==> src/rtl/dtm_pkg.sv <==
`default_nettype none
// ============================================================================
// Module  : dtm_pkg
// Purpose : Shared types and constants for the RISC-V debug transport regs.
// Rev     : 1.0
// ============================================================================
package dtm_pkg;

   typedef enum logic [1:0] {
      NOP   = 2'd0,
      READ  = 2'd1,
      WRITE = 2'd2
   } dmi_op_t;

   // Status codes share the op field of the dmi register.
   localparam logic [1:0] OK     = 2'd0;
   localparam logic [1:0] FAILED = 2'd2;
   localparam logic [1:0] BUSY   = 2'd3;

   localparam logic [5:0] DTMCS_IR    = 6'h10;
   localparam logic [5:0] DMI_IR      = 6'h11;
   localparam logic [3:0] DTM_VERSION = 4'd1;

   typedef enum logic [1:0] {
      IDLE = 2'd0,
      REQ  = 2'd1,
      RSP  = 2'd2
   } dmi_fsm_t;

endpackage
`default_nettype wire

==> src/rtl/dtm_dr_shift.sv <==
`default_nettype none
// ============================================================================
// Module  : dtm_dr_shift
// Purpose : JTAG data register with parallel capture and LSB-first shift.
// Rev     : 1.0
// ============================================================================
module dtm_dr_shift #(
   parameter int WIDTH = 32
) (
   input  logic             clk,
   input  logic             rst,
   input  logic             capture,
   input  logic             shift,
   input  logic [WIDTH-1:0] capture_value,
   input  logic             tdi,
   output logic [WIDTH-1:0] value
);

   always_ff @(posedge clk) begin
      if (rst)
         value <= '0;
      else if (capture)
         value <= capture_value;
      else if (shift)
         value <= {tdi, value[WIDTH-1:1]};
   end

endmodule
`default_nettype wire

==> src/rtl/dtm_dmi_regs.sv <==
`default_nettype none
// ============================================================================
// Module  : dtm_dmi_regs
// Purpose : dtmcs/dmi data registers and the DMI request/response bridge.
// Rev     : 1.0
// ============================================================================
module dtm_dmi_regs
   import dtm_pkg::*;
#(
   parameter int ABITS     = 7,
   parameter int IDLE_HINT = 1
) (
   input  logic             tclk,
   input  logic             trst,
   input  logic             tdi,
   input  logic             capture_dr,
   input  logic             shift_dr,
   input  logic             update_dr,
   input  logic             sel_dtmcs,
   input  logic             sel_dmi,
   output logic             tdo_dr,
   output logic             dmi_req_valid,
   input  logic             dmi_req_ready,
   output logic [ABITS-1:0] dmi_req_addr,
   output logic [31:0]      dmi_req_data,
   output logic [1:0]       dmi_req_op,
   input  logic             dmi_rsp_valid,
   output logic             dmi_rsp_ready,
   input  logic [31:0]      dmi_rsp_data,
   input  logic [1:0]       dmi_rsp_op
);

   localparam int DMI_W = ABITS + 34;

   logic             dtmcs_sel, dmi_sel;
   logic [31:0]      dtmcs_q, dtmcs_cap;
   logic [DMI_W-1:0] dmi_q, dmi_cap;
   logic [1:0]       cap_op, upd_op, sticky;
   logic             dtmcs_upd, dmi_upd, dmi_capt, hard_reset, dmi_reset, upd_req;
   logic             discard, dtmcs_unused;
   dmi_fsm_t         state;
   logic [ABITS-1:0] result_addr;
   logic [31:0]      result_data;

   // Strobes only count when exactly one register is selected.
   assign dtmcs_sel = sel_dtmcs & ~sel_dmi;
   assign dmi_sel   = sel_dmi & ~sel_dtmcs;

   always_comb begin
      if (sticky != OK)
         cap_op = sticky;
      else if (state != IDLE)
         cap_op = BUSY;
      else
         cap_op = OK;
   end

   assign dtmcs_cap = {14'b0, 1'b0, 1'b0, 1'b0, 3'(IDLE_HINT), sticky, 6'(ABITS), DTM_VERSION};
   assign dmi_cap   = {result_addr, result_data, cap_op};

   dtm_dr_shift #(.WIDTH(32)) u_dtmcs (
      .clk(tclk), .rst(trst),
      .capture(capture_dr & dtmcs_sel), .shift(shift_dr & dtmcs_sel),
      .capture_value(dtmcs_cap), .tdi(tdi), .value(dtmcs_q)
   );

   dtm_dr_shift #(.WIDTH(DMI_W)) u_dmi (
      .clk(tclk), .rst(trst),
      .capture(capture_dr & dmi_sel), .shift(shift_dr & dmi_sel),
      .capture_value(dmi_cap), .tdi(tdi), .value(dmi_q)
   );

   assign tdo_dr = dtmcs_sel ? dtmcs_q[0] : (dmi_sel ? dmi_q[0] : 1'b0);

   assign dtmcs_upd    = update_dr & dtmcs_sel;
   assign dmi_upd      = update_dr & dmi_sel;
   assign dmi_capt     = capture_dr & dmi_sel;
   assign hard_reset   = dtmcs_upd & dtmcs_q[17];
   assign dmi_reset    = dtmcs_upd & dtmcs_q[16];
   assign upd_op       = dmi_q[1:0];
   assign upd_req      = dmi_upd & ((upd_op == READ) | (upd_op == WRITE));
   assign dtmcs_unused = ^{dtmcs_q[31:18], dtmcs_q[15:0]};

   // Later assignments win: flag updates first, FSM progress after.
   always_ff @(posedge tclk) begin
      if (trst) begin
         state         <= IDLE;
         dmi_req_valid <= 1'b0;
         dmi_rsp_ready <= 1'b0;
         dmi_req_addr  <= '0;
         dmi_req_data  <= '0;
         dmi_req_op    <= '0;
         sticky        <= OK;
         discard       <= 1'b0;
         result_addr   <= '0;
         result_data   <= '0;
      end else if (hard_reset) begin
         // A response already owed by the DM is swallowed once it arrives.
         state         <= IDLE;
         dmi_req_valid <= 1'b0;
         sticky        <= OK;
         discard       <= (state == RSP) | (discard & ~dmi_rsp_valid);
         dmi_rsp_ready <= (state == RSP) | (discard & ~dmi_rsp_valid);
      end else begin
         if (dmi_reset)
            sticky <= OK;
         if (dmi_capt && sticky == OK && state != IDLE)
            sticky <= BUSY;
         if (upd_req && sticky == OK) begin
            if (state != IDLE) begin
               sticky <= BUSY;
            end else begin
               dmi_req_addr  <= dmi_q[DMI_W-1:34];
               dmi_req_data  <= dmi_q[33:2];
               dmi_req_op    <= upd_op;
               result_addr   <= dmi_q[DMI_W-1:34];
               dmi_req_valid <= 1'b1;
               state         <= REQ;
            end
         end
         if (discard && dmi_rsp_valid) begin
            discard <= 1'b0;
            if (state != RSP)
               dmi_rsp_ready <= 1'b0;
         end
         case (state)
            REQ: begin
               if (dmi_req_ready) begin
                  dmi_req_valid <= 1'b0;
                  dmi_rsp_ready <= 1'b1;
                  state         <= RSP;
               end
            end
            RSP: begin
               if (dmi_rsp_valid && !discard) begin
                  dmi_rsp_ready <= 1'b0;
                  state         <= IDLE;
                  if (dmi_req_op == READ)
                     result_data <= dmi_rsp_data;
                  if (dmi_rsp_op == FAILED)
                     sticky <= FAILED;
                  else if (dmi_rsp_op == BUSY && sticky == OK)
                     sticky <= BUSY;
               end
            end
            default: ;
         endcase
      end
   end

endmodule
`default_nettype wire

==> config.mk <==
export PLATFORM = sky130hd
export DESIGN_NAME = dtm_dmi_regs
export DESIGN_NICKNAME = d
export VERILOG_FILES = /design/src/rtl/dtm_pkg.sv /design/src/rtl/dtm_dr_shift.sv /design/src/rtl/dtm_dmi_regs.sv
export SDC_FILE = /design/constraint.sdc
export NUM_CORES = 1
export LEC_CHECK = 0
export ABC_AREA = 1
export CORE_MARGIN = 2
export CORE_UTILIZATION = 59
export CTS_CLUSTER_SIZE = 12
export DETAILED_ROUTE_END_ITERATION = 10
export PLACE_DENSITY_LB_ADDON = 0.12
export SLEW_MARGIN = 5
export SYNTH_ARGS = -nofsm -noshare
export SYNTH_HDL_FRONTEND = slang
export SYNTH_SLANG_ARGS = --single-unit
==> constraint.sdc <==
create_clock -name tclk -period 3.5 [get_ports tclk]
set_clock_uncertainty 0.2 [all_clocks]
set_input_delay 0.7 -clock tclk [delete_from_list [all_inputs] [get_ports tclk]]
set_output_delay 0.7 -clock tclk [all_outputs]
set_load 0.01 [all_outputs]
==> metrics.cfg, run 1 <==
[setup_path]
end_kind = output port
worstReg2RegStart = state[0]
worst_path_dominant_cell_family = buffers and inverters
crit_type = primary input to output port
worst_path_most_repeated_cell = clkdlybuf4s50_1
critical_path_arrival_ns = 2.20
crit_chain = clkdlybuf4s50_1 -> nand2_1 -> o22ai_1 -> clkdlybuf4s50_1
worstPathRequired_ns = 2.60
crit_slowest_cell = clkdlybuf4s50_1
crit_path_max_incr_delay_ns = 0.56
cp.buffers_inverters = 2
critPathLaunch = sel_dmi
start_kind = primary input
worstPathMaxFanout = 4

[logic_synthesis]
yosysUniqueCellTypes = 26
synth-seq-area-share_pct = 48.7
syn_nets = 890
synth_ff_type = dfxtp_1
syn-mean-instance-area_um2 = 7.47
synth_edf_count = 0
yosysTopAreaCell = dfxtp_1
netlist.area_leader.share_pct = 48.7
synthTopCellsByArea = dfxtp_1 49%, nand2_1 8.4%, a21oi_1 8.1%
synth_cells = 842
ys_seq_elements = 153
syn_area_um2 = 6290
async_reset_ff_share_pct = 0
synth-warning-count = 0

[drt]
wire_per_inst_um = 15.3
firstDrtPassIters = 7
wirelength_um = 16100
vias_per_cell = 5.69
drc = 0
vias = 5967
postRouteAntennaNets = 0
drt_iter0_markers = 541

[cts]
tritoncts = yes
cts_made_buffers = 17
clk-insertion-delay-late_ns = 0.52
cts_root_buffer = clkbuf_8
cts_resized = 0
htree_levels = 4
cts.reportedPaths.clkPinSlew_ns = 0.06
clockBufferDepth = 2
clkSinkCount = 153
ctsHoldBuffers = 0
postCtsSetupBuffers = 0

[die]
core_area_um2 = 10300
die_y_um = 107
rows = 37
initial_utilization_pct = 60.9
die_w_um = 107
ioPinCount = 88
die_area_um2 = 11500

[sta]
slew_headroom_pct = 47.2
hold_viol = 0
rsz0062_at_grt = false
fin_ws_ns = 0.403
final_max_slew_viol_count = 0
fin_crit_sh_pct = 88.5
setup_tns_ns = 0
holdWs_ns = 0.255
worst_slew_pin_slew_ns = 0.791
period_needed_ns = 3.10
fmax_mhz = 323
setup_violations = 0

[pwr]
power_density_nw_per_um2 = 505
finalPower_mw = 3.90
ir_drop_mv = 0.346
power_leakage_nw = 2.90

[place]
dp.cells = 1016
gp_congestion = 0.829
placed_area_um2 = 7160
preCtsSetupSlack_ns = 0.422
io_buffers = 87
hpwl_um = 9930

[cells_and_area]
final_cells = 1048
area.growth.synth_to_final_pct = 22.9
nets = 947
utilization_pct = 74.8
num-fill-cells = 790
diodes = 0
drive_above_1_share_pct = 6.25
fin_area_um2 = 7730

[global_route]
grt_overflow = 0
grt_first_pass_wirelength_um = 26300
grt_pass1_vias = 5589
grt_antenna_before_repair = 0
grt_max_degree = 83
track_usage_pct = 28.6

[worst_hold_path]
hold_path.class = flop to flop
hp-start = u_dtmcs.value[24]

[run_status]
status = finished clean

[job]
cap_violations = 0

-- cells in the mapped netlist (5+ instances only) --
cell        n
nor2_1    102
nand3_1    42
inv_1      69
a21oi_1   102
inv_2       5
nand2_1   141
nor3_1      5
clkbuf_1   22
o22ai_1    40
o21ai_0    60
buf_2      30
nand4_1    42
buf_4       5
dfxtp_1   153
-- layout by cell type, fill, tap and decap left out, types with 13 or more instances in the layout --
cell / n
o21ai_0: 60
clkdlybuf4s50_1: 87
nand3_1: 42
clkbuf_16: 16
a21oi_1: 102
dfxtp_1: 153
nand2_1: 141
nor2_1: 102
inv_1: 69
nand4_1: 42
o22ai_1: 40
buf_4: 13
-- layout make-up --
class / count / area (um^2) / area share (%)
Sequential cell: 153 / 3060 / 39.6
Timing Repair Buffer: 102 / 1010 / 13.1
Inverter: 74 / 278 / 3.60
Multi-Input combinational cell: 551 / 2640 / 34.2
Tap cell: 136 / 170 / 2.20
Clock buffer: 24 / 470 / 6.09
Clock inverter: 8 / 93.8 / 1.21
-- state kept, by name, indices dropped and copies added, names as in the netlist --
signal and flops:
sticky 2, discard 1, dmi_req_data 32, result_data 32, dmi_req_valid 1, u_dtmcs.value 32
u_dmi.value 41, state 2, dmi_rsp_ready 1, dmi_req_op 2, result_addr 7
-- worst paths after layout --
| check | to | slack, ns | cells past startpoint |
|---|---|---|---|
| worst max-delay path | tdo_dr | 0.40 | 4 |
| worst min register to register | u_dtmcs.value[23] | 0.25 | 2 |
| worst max register to register | result_data[21] | 0.98 | 7 |
| worst min-delay path | u_dtmcs.value[23] | 0.25 | 2 |
-- kinds of logic (layout without fill, tap and decap cells) --
| kind of cell | count (synthesis) | in the layout | share of synthesized area, % |
|---|---|---|---|
| fa+ha+maj | 4 | 4 | 0.796 |
| flops | 153 | 153 | 48.7 |
| compound gates | 207 | 207 | 17.6 |
| buf+inv | 138 | 208 | 9.49 |
| simple gates | 340 | 340 | 23.4 |
-- worst register-to-register path: cells and delay by family, from the launching register on --
family,cells,cell delay (ns)
simple gates,4,1.41
flops,1,0.32
buf+inv,1,0.12
compound gates,1,0.09
fa+ha+maj,1,0.26
-- where the power goes --
group          switching (mW)  leakage, nW  internal, mW
Clock                   0.691        0.283          1.07
Sequential             0.0367         1.24          1.80
Combinational           0.177         1.38         0.135
-- layer usage --
layer	track usage (%)	wire (um)	up-vias
met3	5.78	1060	21
met5	0	0	-
met1	36.8	6870	2799
met4	9.83	215	0
li1	-	-	2911
met2	47.8	7930	236
No activity file was read; power rests on OpenSTA's default activity.
==> inputs of run 2 (changes only) <==
- CORE_MARGIN: 2 -> unset
- CORE_UTILIZATION: 59 -> 50
==> run 2 against run 1 <==
Sequential power about the same. Largest power group unchanged. Highest routed layer unchanged. Total power down 2.2%. First-iteration DRC count down 16%. Utilization down 11 points.
==> metrics.cfg, run 2 (synthesis results as in run 1) <==
[pwr]
p_int_mw = 2.95
p_switching_uw = 869
clock_power_share_pct = 43.7
swShare_pct = 22.8
power_density_nw_per_um2 = 492
power_leakage_nw = 2.89
power_frac_comb_pct = 8.2
p_seq_share_pct = 48.0
ir_drop_mv = 0.334
finalPower_mw = 3.82

[cts]
clockBufferDepth = 2
tritoncts = yes
cts.reportedPaths.clkPinSlew_ns = 0.05
clk-insertion-delay-late_ns = 0.41
cts_made_buffers = 17
ctsHoldBuffers = 0
cts_root_buffer = clkbuf_16
postCtsSetupBuffers = 0
clkSinkCount = 153
cts_resized = 0
htree_levels = 4

[global_route]
grt_first_pass_wirelength_um = 26200
grt_pass1_vias = 5548
grt_max_degree = 83
grt_antenna_before_repair = 0
track_usage_pct = 25.4
grt_overflow = 0

[die]
die_w_um = 114
rows = 40
die_area_um2 = 13000
initial_utilization_pct = 51.9
core_area_um2 = 12100
ioPinCount = 88
die_y_um = 114

[drt]
wirelength_um = 16000
drt_iter0_markers = 455
postRouteAntennaNets = 0
vias_per_cell = 5.51
firstDrtPassIters = 5
drc = 0
vias = 5945
wire_per_inst_um = 14.8

[cells_and_area]
fin_area_um2 = 7760
final_cells = 1078
drive_above_1_share_pct = 6.04
regMostFlops = u_dmi.value
layout_common_cells = 153 x dfxtp_1, 141 x nand2_1, 102 x nor2_1, 102 x a21oi_1, 87 x clkdlybuf4s50_1
largest_reg_flops = 41
utilization_pct = 64.1
nets = 949
final_common_cell = dfxtp_1
area.growth.synth_to_final_pct = 23.5
diodes = 0

[setup_path]
crit_type = primary input to output port
worst_path_dominant_cell_family = buffers and inverters
cp.buffers_inverters = 2
crit_chain = clkdlybuf4s50_1 -> nand2_1 -> o22ai_1 -> clkdlybuf4s50_1
worstPathRequired_ns = 2.60
crit_slowest_cell = clkdlybuf4s50_1
start_kind = primary input
end_kind = output port
worstPathMaxFanout = 4
crit_path_max_incr_delay_ns = 0.55
worst_path_most_repeated_cell = clkdlybuf4s50_1
critical_path_arrival_ns = 2.10

[place]
dp.cells = 1050
hpwl_um = 10000
gp_congestion = 0.863
io_buffers = 87
placed_area_um2 = 7240
preCtsSetupSlack_ns = 0.504

[sta]
holdWs_ns = 0.252
setup_tns_ns = 0
hold_viol = 0
fmax_mhz = 333
slew_headroom_pct = 53.8
fin_ws_ns = 0.500
fin_crit_sh_pct = 85.7
rsz0062_at_grt = false
worst_slew_pin_slew_ns = 0.691
final_max_slew_viol_count = 0
setup_violations = 0
period_needed_ns = 3.00

[run_status]
status = finished clean

[job]
cap_violations = 0

[worst_hold_path]
hold_path.class = flop to flop

-- run 2: cell count changes in the layout (fill, tap and decap cells not counted) --
cell	delta
buf_12	+2
clkinv_2	-2
bufinv_16	-1
clkbuf_16	+1
clkbuf_8	-1
clkinv_4	-1
nor2_2	+1
nor2_4	-1
-- run 2: worst register-to-register path, stage by stage (launching register included) --
cell,delay [ns]
dfxtp_1,0.32
inv_1,0.13
ha_1,0.26
nand2_1,0.12
nor3_4,0.48
nand2_2,0.56
nand2_1,0.22
a21oi_1,0.10
-- run 2: layer usage --
layer | share of wire [%] | track usage [%] | vias to the layer above
met5 | 0 | 0 | -
met4 | 1.9 | 9.96 | 0
met1 | 44 | 33.0 | 2783
met3 | 6.5 | 6.41 | 24
li1 | - | - | 2921
met2 | 47 | 40.7 | 217
-- run 2: cell type report --
type,count,area (um^2)
fillers,1088,4350
flip-flops and latches,153,3060
multi-input cells,551,2640
repair buffers,104,1050
clock buffers,24,482
inverters,74,278
well taps,168,210
clock inverters,4,45.0
-- run 2: path summary, 6_finish.rpt --
path	to	depth (start not counted)	slack (ns)	start
max	tdo_dr	4	0.50	sel_dmi
min	u_dtmcs.value[24]	2	0.25	u_dtmcs.value[24]
max reg2reg	result_data[11]	7	0.98	state[0]
min reg2reg	u_dtmcs.value[24]	2	0.25	u_dtmcs.value[24]
-- run 2: power groups by stage --
stage	clock, mW	combinational, mW	sequential [mW]
final	1.67	0.315	1.83
after global routing	1.77	0.349	1.84
after CTS	1.69	0.314	1.83
after detailed placement	0	0.311	1.87
after global placement	0	0.305	1.87
after floorplan	0	0.179	1.87
